### src/rtl/pc_seq_ctrl.sv
// pc_seq_ctrl: program-counter sequencer for the fetch stage.
//
// Owns the PC register and one shared 30-bit word adder that is time-
// multiplexed between the pc+4 step and the branch-offset add. Requests
// arrive on a valid/ready handshake. Every PC write gives a one-cycle
// pc_upd pulse and bumps upd_cnt.
//
// Optional build macro: PC_SEQ_BR_FAST_EN. It adds a dedicated second adder
// so that taken branches complete from ADD1 in one cycle.
//
// Ports:
//   clk        system clock, rising edge
//   rst        synchronous active-high reset
//   adv_valid  request to advance the PC
//   adv_ready  request can be accepted this cycle (IDLE and not in reset)
//   kind       00 seq, 01 branch, 10 jump, 11 reserved (treated as seq)
//   br_taken   branch outcome, sampled at accept
//   imm        signed 16-bit word offset, sampled at accept
//   jtarget    26-bit jump word index, sampled at accept
//   pc         current PC, bits [1:0] always 0
//   pc_upd     one-cycle pulse in the cycle after each PC write
//   upd_cnt    PC writes since reset, wraps silently
//
// state | meaning
// IDLE  | waiting for a request; adv_ready high
// ADD1  | adder forms pc+4; seq/jump/not-taken (and fast taken) finish here
// ADD2  | adder forms seq + sext(imm) for a taken branch

module full_adder_30 (
    input  logic [29:0] a,
    input  logic [29:0] b,
    input  logic        cin,
    output logic [29:0] sum,
    output logic        cout
);
    assign {cout, sum} = {1'b0, a} + {1'b0, b} + {30'd0, cin};
endmodule

module pc_seq_ctrl #(
    parameter logic [31:0] RESET_PC = 32'h0040_0000,
    parameter int          CNT_W    = 16
) (
    input  logic             clk,
    input  logic             rst,
    input  logic             adv_valid,
    output logic             adv_ready,
    input  logic [1:0]       kind,
    input  logic             br_taken,
    input  logic [15:0]      imm,
    input  logic [25:0]      jtarget,
    output logic [31:0]      pc,
    output logic             pc_upd,
    output logic [CNT_W-1:0] upd_cnt
);
    typedef enum logic [1:0] {IDLE, ADD1, ADD2} state_t;

    localparam logic [29:0] RESET_WORD = RESET_PC[31:2];

    state_t             state_q, state_d;
    logic [29:0]        pc_q, pc_d;
    logic [1:0]         kind_q, kind_d;
    logic               taken_q, taken_d;
    logic [15:0]        imm_q, imm_d;
    logic [25:0]        jt_q, jt_d;
    logic               pc_upd_q, pc_upd_d;
    logic [CNT_W-1:0]   cnt_q, cnt_d;

    logic [29:0]        imm_sext;
    logic [29:0]        add_a, add_b, add_sum;
    logic               add_c;
    logic               add_cout_unused;

    assign imm_sext = {{14{imm_q[15]}}, imm_q};

`ifdef PC_SEQ_BR_FAST_EN
    // Dedicated branch adder chained off the shared pc+4 result.
    logic [29:0] fast_sum;
    logic        fast_cout_unused;

    full_adder_30 u_br_adder (
        .a    (add_sum),
        .b    (imm_sext),
        .cin  (1'b0),
        .sum  (fast_sum),
        .cout (fast_cout_unused)
    );

    always_comb begin
        add_a = pc_q;
        add_b = 30'd0;
        add_c = 1'b1;
    end
`else
    logic [29:0] seq_q, seq_d;

    // Shared adder: pc+1 word in ADD1, seq + offset in ADD2.
    always_comb begin
        add_a = pc_q;
        add_b = 30'd0;
        add_c = 1'b1;
        if (state_q == ADD2) begin
            add_a = seq_q;
            add_b = imm_sext;
            add_c = 1'b0;
        end
    end
`endif

    full_adder_30 u_adder (
        .a    (add_a),
        .b    (add_b),
        .cin  (add_c),
        .sum  (add_sum),
        .cout (add_cout_unused)
    );

    always_comb begin
        state_d  = state_q;
        pc_d     = pc_q;
        kind_d   = kind_q;
        taken_d  = taken_q;
        imm_d    = imm_q;
        jt_d     = jt_q;
        pc_upd_d = 1'b0;
        cnt_d    = cnt_q;
`ifndef PC_SEQ_BR_FAST_EN
        seq_d    = seq_q;
`endif
        case (state_q)
            IDLE: begin
                if (adv_valid) begin
                    kind_d  = kind;
                    taken_d = br_taken;
                    imm_d   = imm;
                    jt_d    = jtarget;
                    state_d = ADD1;
                end
            end
            ADD1: begin
                pc_upd_d = 1'b1;
                state_d  = IDLE;
                if (kind_q == 2'b10) begin
                    // Jump keeps the top 4 byte-address bits of pc+4.
                    pc_d = {add_sum[29:26], jt_q};
                end else if (kind_q == 2'b01 && taken_q) begin
`ifdef PC_SEQ_BR_FAST_EN
                    pc_d = fast_sum;
`else
                    seq_d    = add_sum;
                    pc_upd_d = 1'b0;
                    state_d  = ADD2;
`endif
                end else begin
                    pc_d = add_sum;
                end
            end
            ADD2: begin
                pc_d     = add_sum;
                pc_upd_d = 1'b1;
                state_d  = IDLE;
            end
            default: state_d = IDLE;
        endcase
        if (pc_upd_d) begin
            cnt_d = cnt_q + CNT_W'(1);
        end
    end

    always_ff @(posedge clk) begin
        if (rst) begin
            state_q  <= IDLE;
            pc_q     <= RESET_WORD;
            kind_q   <= 2'b00;
            taken_q  <= 1'b0;
            imm_q    <= 16'd0;
            jt_q     <= 26'd0;
            pc_upd_q <= 1'b0;
            cnt_q    <= '0;
`ifndef PC_SEQ_BR_FAST_EN
            seq_q    <= 30'd0;
`endif
        end else begin
            state_q  <= state_d;
            pc_q     <= pc_d;
            kind_q   <= kind_d;
            taken_q  <= taken_d;
            imm_q    <= imm_d;
            jt_q     <= jt_d;
            pc_upd_q <= pc_upd_d;
            cnt_q    <= cnt_d;
`ifndef PC_SEQ_BR_FAST_EN
            seq_q    <= seq_d;
`endif
        end
    end

    assign adv_ready = (state_q == IDLE) && !rst;
    assign pc        = {pc_q, 2'b00};
    assign pc_upd    = pc_upd_q;
    assign upd_cnt   = cnt_q;

endmodule

### config.mk
export PLATFORM = sky130hd
export DESIGN_NAME = pc_seq_ctrl
export DESIGN_NICKNAME = d
export VERILOG_FILES = /design/src/rtl/pc_seq_ctrl.sv
export SDC_FILE = /design/constraint.sdc
export NUM_CORES = 1
export LEC_CHECK = 0
export ABC_CLOCK_PERIOD_IN_PS = 9000
export CELL_PAD_IN_SITES_DETAIL_PLACEMENT = 1
export CELL_PAD_IN_SITES_GLOBAL_PLACEMENT = 1
export CORE_MARGIN = 3
export CORE_UTILIZATION = 44
export CTS_CLUSTER_SIZE = 24
export DETAILED_ROUTE_END_ITERATION = 8
export PLACE_DENSITY = 0.88
export SYNTH_ARGS = -nofsm -noshare
export SYNTH_HDL_FRONTEND = slang
export SYNTH_SLANG_ARGS = --single-unit
export TNS_END_PERCENT = 100
### constraint.sdc
create_clock -name clk -period 9 [get_ports clk]
set_input_delay 0.9 -clock clk [delete_from_list [all_inputs] [get_ports clk]]
set_output_delay 0.9 -clock clk [all_outputs]
set_load 0.02 [all_outputs]
==> results of run 1 <==
cells by family after synthesis:
| kind of cell | Yosys count |
|---|---|
| xor+xnor | 34 |
| buf+inv | 71 |
| other cells | 1 |
| mux | 32 |
| fa+ha+maj | 35 |
| flops | 124 |
| compound gates | 243 |
| simple gates | 370 |
layout by cell type, fill, tap and decap left out, types with 5 or more instances in the layout:
master,count
o21ai_0,43
nor3_1,32
a31oi_1,8
a21oi_1,104
clkbuf_16,17
o31ai_1,5
xor2_1,15
nand3_1,35
inv_1,14
buf_4,9
and2_1,17
xnor2_1,19
o21a_1,10
mux2_2,29
dfxtp_1,124
a211oi_1,13
nor2_1,66
or3_1,7
nand2_1,164
clkdlybuf4s50_1,94
nand4_1,11
nand2b_1,5
ha_1,33
o311ai_1,5
metrics by stage:
step | utilization | cells | power [W]
global placement | 0.5144 | 1173 | 0.0007591
finish | 0.5526 | 1205 | 0.001479
CTS | 0.5526 | 1205 | 0.001481
global route | 0.5526 | 1205 | 0.001524
floorplan | - | 911 | 0.0006932
detailed placement | 0.5144 | 1173 | 0.0007637
power groups by stage:
stage	Combinational [W]	Sequential [W]	Clock [W]
5_1_grt	0.000186	0.000588	0.000751
3_5_place_dp	0.000167	0.000596	0
4_1_cts	0.000171	0.000585	0.000725
2_1_floorplan	0.0000936	0.000600	0
3_3_place_gp	0.000163	0.000596	0
6_report	0.000172	0.000586	0.000721
sequential cells by signal, indices dropped and copies added, names as in the netlist:
register,flops
imm_q,16
jt_q,26
kind_q,2
pc_q,30
pc_upd,1
seq_q,30
state_q,2
taken_q,1
upd_cnt,16
layer usage:
layer	vias to the layer above	global-route usage
met2	272	0.4599
met5	-	0
met1	3526	0.3499
li1	3359	-
met3	60	0.07931
met4	0	0.09543
area by class of cell:
| cell class | instances | area (µm²) | area share |
|---|---|---|---|
| tap | 216 | 270.3 | 0.03068 |
| clock buffer | 19 | 442.9 | 0.05028 |
| inverter | 14 | 52.55 | 0.005965 |
| sequential | 124 | 2482 | 0.2818 |
| timing repair buffer | 103 | 1008 | 0.1145 |
| multi-input combinational | 716 | 4388 | 0.4981 |
| clock inverter | 13 | 165.2 | 0.01875 |
path summary, 6_finish.rpt:
kind / startpoint / endpoint / slack, ps / depth (start not counted)
setup / recovery: state_q[0]$_SDFFE_PP0P_ / pc_q[29]$_SDFFE_PP0P_ / 4810 / 12
hold / removal: imm_q[8]$_SDFFE_PP0P_ / imm_q[8]$_SDFFE_PP0P_ / 460 / 2
setup reg to reg: state_q[0]$_SDFFE_PP0P_ / pc_q[29]$_SDFFE_PP0P_ / 4810 / 12
hold reg to reg: imm_q[8]$_SDFFE_PP0P_ / imm_q[8]$_SDFFE_PP0P_ / 460 / 2
worst max-delay path: stages (launching register included):
cell      delay, ps
dfxtp_1         330
inv_1           110
ha_2            510
buf_4           390
mux2_2          390
ha_1            450
nand2_1         150
o21ai_0         320
nand2b_1        150
a21oi_1         130
o41ai_1         790
o21ai_0         230
o311ai_1        130
==> impl_results.rst, run 1 <==
.. list-table::
   :header-rows: 1

   * - Metric
     - Value
   * - Switching share of power
     - 0.2687
   * - Synth unique cells
     - 75
   * - Worst path setup slack after routing
     - 4806 ps
   * - Endpoint class of the critical path
     - flop
   * - Dominant combinational cell family by area after synthesis
     - simple AND/OR/NAND/NOR gates
   * - Clk network pwr share
     - 0.488
   * - Sequential area share after synthesis
     - 0.3461
   * - Layout cell share with drive strength beyond 1
     - 0.1021
   * - Peak Freq
     - 238.4 MHz
   * - Syn-to-layout area delta
     - 22.84%
   * - Slew of the pin with the lowest slew margin
     - 933.5 ps
   * - Worst hold path class
     - reg2reg
   * - Total wirelength of the detailed-routed design
     - 24.86 mm
   * - Internal Pwr Total
     - 0.001081 W
   * - Wire length the detailed router placed on met1
     - 10.78 mm
   * - Max-slew headroom
     - 0.3777
   * - Worst-path fanout max
     - 20
   * - Count of boundary I/O pins
     - 98
   * - Hold Worst Slack
     - 455.8 ps
   * - Top-area cell type share of the netlist area
     - 0.3461
   * - Deepest level of the CTS H-tree
     - 4
   * - Reg power frac
     - 0.396
   * - Cell leakage power
     - 3.248 nW
   * - Fin Setup TNS
     - 0 ps
   * - Total global routing overflow
     - 0
   * - Average cell area after synthesis
     - 7.881 µm²
   * - Synth cell count leaders
     - nand2_1, dfxtp_1, a21oi_1, nor2_1, o21ai_0
   * - Y dimension of the die
     - 133.7 µm
   * - Iteration-0 DRC Markers
     - 530
   * - Final number of hold-violating endpoints
     - 0
   * - Routability Congestion
     - 0.9221
   * - Share of flip-flops with an asynchronous set or reset
     - 0
   * - Combined global-route utilization of all metal layers
     - 0.2784
   * - Pwr dens
     - 167.8 nW/µm²
   * - Part of the power in combinational logic
     - 0.116
   * - HPWL after DPL
     - 16.61 mm
   * - Post-CTS setup buffers
     - 0
   * - CTS Root Buffer Type
     - clkbuf_16
   * - Share of cell area taken by muxes after synthesis
     - 0.04972
   * - Highest metal layer used by the detailed router
     - met4
   * - Synth area leader
     - dfxtp_1
   * - Die span in x
     - 133.7 µm
   * - Critical Setup Path Class
     - reg2reg
   * - Met2 routed WL
     - 11.77 mm
   * - Initial antenna violation count
     - 0
   * - Global-route wire length before repair
     - 39.68 mm
   * - Top cells by area, synth
     - dfxtp_1, nand2_1, a21oi_1
   * - Core area
     - 15940 µm²
   * - Switching power summed over all nets
     - 0.0003973 W
   * - Final setup violating endpoints
     - 0
   * - Via count of the routed design
     - 7217
   * - Setup repair after global routing missed its margin
     - no
   * - Number of instances in the synthesized netlist
     - 910
   * - Antenna diode instance count
     - 0
   * - Cell with the most instances after synthesis
     - nand2_1
   * - Pin count of the biggest net entering global routing
     - 86
   * - Share of the synthesized area in compound gates (AO/OA/AOI/OAI)
     - 0.2184
   * - Primary flip-flop cell chosen by synthesis mapping
     - dfxtp_1
   * - Endpoint arrival time on the critical path
     - 4530 ps
   * - Hold buffers post-CTS
     - 0
   * - Warnings from Yosys
     - 0
   * - Final period demand of the worst path
     - 4194 ps
   * - Status
     - complete, no violations
   * - IR drop worst, VDD
     - 143.4 µV
   * - Detailed-routing iteration count for the pre-antenna-repair pass
     - 5
   * - Final antenna-violating net count
     - 0
   * - Maximum buffer depth of the clock tree
     - 2
   * - Fraction of the cycle the final worst path needs
     - 0.4660
   * - Final count of pins violating max slew
     - 0
   * - Number of enable flip-flop cells after synthesis
     - 0
   * - Simple logic cell fraction of the synthesized area
     - 0.2369
   * - Worst-skew pair later-pin latency
     - 440 ps
   * - Resized Gates After CTS
     - 0
   * - Clock slew seen by the registers of the worst setup and hold paths
     - 60 ps
   * - Setup WS pre-CTS
     - 4991 ps
   * - Area of placed instances
     - 8202 µm²
   * - Sort of element at the start of the critical path
     - flop
   * - Clock net sink count
     - 124
   * - Total clock buffers created by CTS
     - 17
   * - Xor/xnor cell area share of the yosys netlist
     - 0.04152
   * - Detailed-route DRC error count
     - 0
   * - Die Footprint
     - 17870 µm²
   * - Average wire per cell in the routed design
     - 20.63 µm
   * - Reported max-cap violation count
     - 0
   * - Adder and majority cell fraction of the synthesized area
     - 0.06211
   * - Drt via density
     - 5.989
   * - Row count
     - 46
   * - Layout Nets
     - 1059
   * - Fillcell total
     - 1915
   * - Count of state elements after synthesis
     - 124
   * - TritonCTS clock tree
     - built
   * - Effective utilization at floorplan
     - 0.4499
   * - Routed wl met3
     - 1.641 mm
   * - Data required time of the worst path
     - 9340 ps
   * - Final std cell area, no fill
     - 8810 µm²
   * - Count of input and output buffers
     - 95
   * - Via count of the first global-routing pass
     - 7365
   * - Area of the mapped netlist
     - 7172 µm²
   * - Setup clock skew after layout
     - 9.806 ps
(Power assumes the default switching activity.)
==> inputs of run 2 (changes only) <==
- ABC_CLOCK_PERIOD_IN_PS: 9000 -> 3400
- CORE_UTILIZATION: 44 -> 37
- PLACE_DENSITY: 0.88 -> 0.79
- clock period: 9 -> 3.4 ns (I/O delays scaled with it)
==> impl_results.rst, run 2 (synthesis gave the netlist of run 1 again) <==
.. list-table::
   :header-rows: 1

   * - Metric
     - Value
   * - Antenna diode instance count
     - 0 (unchanged)
   * - Clock slew seen by the registers of the worst setup and hold paths
     - 60 ps (about the same)
   * - Hold Worst Slack
     - 239.3 ps (was 455.8 ps)
   * - Final count of pins violating max slew
     - 0 (unchanged)
   * - Initial antenna violation count
     - 0 (unchanged)
   * - Count of boundary I/O pins
     - 98 (unchanged)
   * - Commonest non-fill, non-tap cell in the layout
     - nand2_1 (unchanged)
   * - Most congested layer reported by global routing
     - met2 (unchanged)
   * - Average wire per cell in the routed design
     - 18.97 µm (was 20.63 µm)
   * - Number of buffers and inverters on the critical path
     - 3 (was 2)
   * - Worst-skew pair later-pin latency
     - 430 ps (was 440 ps)
   * - Global routing met2 resource utilization
     - 0.3896 (was 0.4599)
   * - GR Util met1
     - 0.2983 (was 0.3499)
   * - Setup WS pre-CTS
     - -82.01 ps (was 4991 ps)
   * - Total global routing overflow
     - 0 (unchanged)
   * - Via count of the routed design
     - 7065 (was 7217)
   * - IR drop worst, VDD
     - 343.9 µV (was 143.4 µV)
   * - HPWL after DPL
     - 17.48 mm (was 16.61 mm)
   * - First element of the critical path
     - state_q[0]$_SDFFE_PP0P_ (unchanged)
   * - Pwr dens
     - 400.6 nW/µm² (was 167.8 nW/µm²)
   * - Detailed-routing iteration count for the pre-antenna-repair pass
     - 5 (unchanged)
   * - Cell at the slowest stage of the critical path
     - o41ai_2 (was o41ai_1)
   * - Syn-to-layout area delta
     - 28.28% (was 22.84%)
   * - Die Footprint
     - 21090 µm² (was 17870 µm²)
   * - CTS Root Buffer Type
     - clkbuf_16 (unchanged)
   * - Combined global-route utilization of all metal layers
     - 0.2305 (was 0.2784)
   * - Row count
     - 50 (was 46)
   * - Die span in x
     - 145.2 µm (was 133.7 µm)
   * - Reported max-cap violation count
     - 0 (unchanged)
   * - Slew of the pin with the lowest slew margin
     - 818.8 ps (was 933.5 ps)
   * - Met3 track utilization from global routing
     - 0.05372 (was 0.07931)
   * - Data required time of the worst path
     - 3680 ps (was 9340 ps)
   * - Largest registers
     - pc_q (30), seq_q (30), jt_q (26) (unchanged)
   * - Max-slew headroom
     - 0.4536 (was 0.3777)
   * - Global-route wire length before repair
     - 39.83 mm (was 39.68 mm)
   * - Final number of hold-violating endpoints
     - 0 (unchanged)
   * - Total wirelength of the detailed-routed design
     - 24.38 mm (was 24.86 mm)
   * - Total clock buffers created by CTS
     - 17 (unchanged)
   * - Endpoint class of the critical path
     - flop (unchanged)
   * - Setup clock skew after layout
     - 10.34 ps (was 9.806 ps)
   * - Iteration-0 DRC Markers
     - 486 (was 530)
   * - Launching point of the worst reg2reg path
     - state_q[0]$_SDFFE_PP0P_ (unchanged)
   * - Deepest level of the CTS H-tree
     - 4 (unchanged)
   * - Detailed-route DRC error count
     - 0 (unchanged)
   * - Peak Freq
     - 302.0 MHz (was 238.4 MHz)
   * - Overall Power
     - 0.003686 W (was 0.001479 W)
   * - Final antenna-violating net count
     - 0 (unchanged)
   * - Maximum cell stage delay along the critical path
     - 430 ps (was 790 ps)
   * - Setup repair after global routing missed its margin
     - yes (was no)
   * - Hold buffers post-CTS
     - 0 (unchanged)
   * - TritonCTS clock tree
     - built (unchanged)
   * - Worst-path fanout max
     - 19 (was 20)
   * - Top cell family by delay on the critical path
     - compound AO/OA/AOI/OAI gates (unchanged)
   * - Worst hold path class
     - in2reg (was reg2reg)
   * - Fillcell total
     - 2351 (was 1915)
   * - Top library cells by usage in the layout, fill and taps aside
     - nand2_1, dfxtp_1, a21oi_1, clkdlybuf4s50_1, nor2_1 (unchanged)
   * - Final period demand of the worst path
     - 3311 ps (was 4194 ps)
   * - Status
     - complete, no violations (unchanged)
   * - Count of input and output buffers
     - 95 (unchanged)
   * - Effective utilization at floorplan
     - 0.3796 (was 0.4499)
   * - Clock net sink count
     - 124 (unchanged)
   * - Via count of the first global-routing pass
     - 7324 (was 7365)
   * - Critical Setup Path Class
     - reg2reg (unchanged)
   * - Minimum setup slack among reg-to-reg paths
     - 90 ps (was 4810 ps)
   * - Pin count of the biggest net entering global routing
     - 70 (was 86)
   * - Final setup violating endpoints
     - 0 (unchanged)
   * - Sort of element at the start of the critical path
     - flop (unchanged)
   * - Chain of cells forming the critical path
     - inv_2 > ha_4 > buf_8 > mux2_2 > ha_1 > nand4_1 > a21o_1 > a31oi_4 > nor3_4 > o41ai_2 > buf_4 > mux2i_1 > a31oi_1 (was inv_1 > ha_2 > buf_4 > mux2_2 > ha_1 > nand2_1 > o21ai_0 > nand2b_1 > a21oi_1 > o41ai_1 > o21ai_0 > o311ai_1)
   * - Layout cell share with drive strength beyond 1
     - 0.1493 (was 0.1021)
   * - Cell leakage power
     - 3.391 nW (was 3.248 nW)
   * - Drt via density
     - 5.498 (was 5.989)
   * - Layout Nets
     - 1096 (was 1059)
   * - Core area
     - 18890 µm² (was 15940 µm²)
   * - Worst path setup slack after routing
     - 89.18 ps (was 4806 ps)
   * - Endpoint arrival time on the critical path
     - 3590 ps (was 4530 ps)
   * - Y dimension of the die
     - 145.2 µm (was 133.7 µm)
   * - Fraction of the cycle the final worst path needs
     - 0.9738 (was 0.4660)
   * - Maximum buffer depth of the clock tree
     - 2 (unchanged)
   * - Hold path startpoint
     - rst (was imm_q[8]$_SDFFE_PP0P_)
   * - Routability Congestion
     - 0.9292 (was 0.9221)
run 2: cell types whose count changed in the layout (fill, tap and decap cells not counted), sizes merged:
cell,before,now
inv,16,15
bufinv,3,0
clkinv,4,5
clkinvlp,4,6
buf,9,46
run 2: worst paths after layout:
path | cells past startpoint | end
max | 13 | pc_q[24]$_SDFFE_PP0P_
min | 3 | state_q[0]$_SDFFE_PP0P_
max reg2reg | 13 | pc_q[24]$_SDFFE_PP0P_
min reg2reg | 2 | seq_q[13]$_SDFFE_PP0P_
run 2: layout make-up:
| cell class | count | area [µm²] | area share |
|---|---|---|---|
| repair buffers | 140 | 1310 | 0.1424 |
| clock inverters | 12 | 93.84 | 0.01020 |
| clock buffers | 19 | 442.9 | 0.04814 |
| well taps | 260 | 325.3 | 0.03536 |
| multi-input cells | 716 | 4491 | 0.4881 |
| inverters | 14 | 52.55 | 0.005712 |
| flip-flops and latches | 124 | 2485 | 0.2701 |
run 2: per-stage QoR:
step,setup TNS [ps],instances,util,cell area [µm²]
after global routing,-74.77,1285,0.4870,9200
after global placement,0,1253,0.4534,8567
after CTS,0,1285,0.4837,9139
after detailed placement,-190.4,1253,0.4534,8567
final,0,1285,0.4870,9200
after floorplan,0,911,-,7219
run 2: routing by layer:
layer / wire length [µm] / up-vias / part of all wire
met5: 0 / - / 0
met4: 298 / 0 / 0.012
met3: 1254 / 22 / 0.051
met2: 11540 / 178 / 0.47
met1: 11280 / 3429 / 0.46
li1: - / 3436 / -
run 2: worst register-to-register path, cell delays in order (launching register included):
cell,delay [ps]
dfxtp_2,330
inv_2,80
ha_4,180
buf_8,200
mux2_2,370
ha_1,400
nand4_1,160
a21o_1,210
a31oi_4,240
nor3_4,90
o41ai_2,430
buf_4,190
mux2i_1,190
a31oi_1,90
run 2: power by group:
group	leakage, nW	switching [W]	total, W	internal [W]
combinational	2.14	0.000274	0.000473	0.000199
sequential	1.01	0.0000401	0.00155	0.00151
clock	0.244	0.000716	0.00166	0.000949
total	3.39	0.00103	0.00369	0.00266
run 2: what timing repair did:
| action | 4_1_cts | 5_1_grt |
|---|---|---|
| setup endpoints to repair | 10 | 27 |
| buffers inserted | 1 | 0 |
| pin swaps | 2 | 6 |
| gates resized for setup | 6 | 13 |
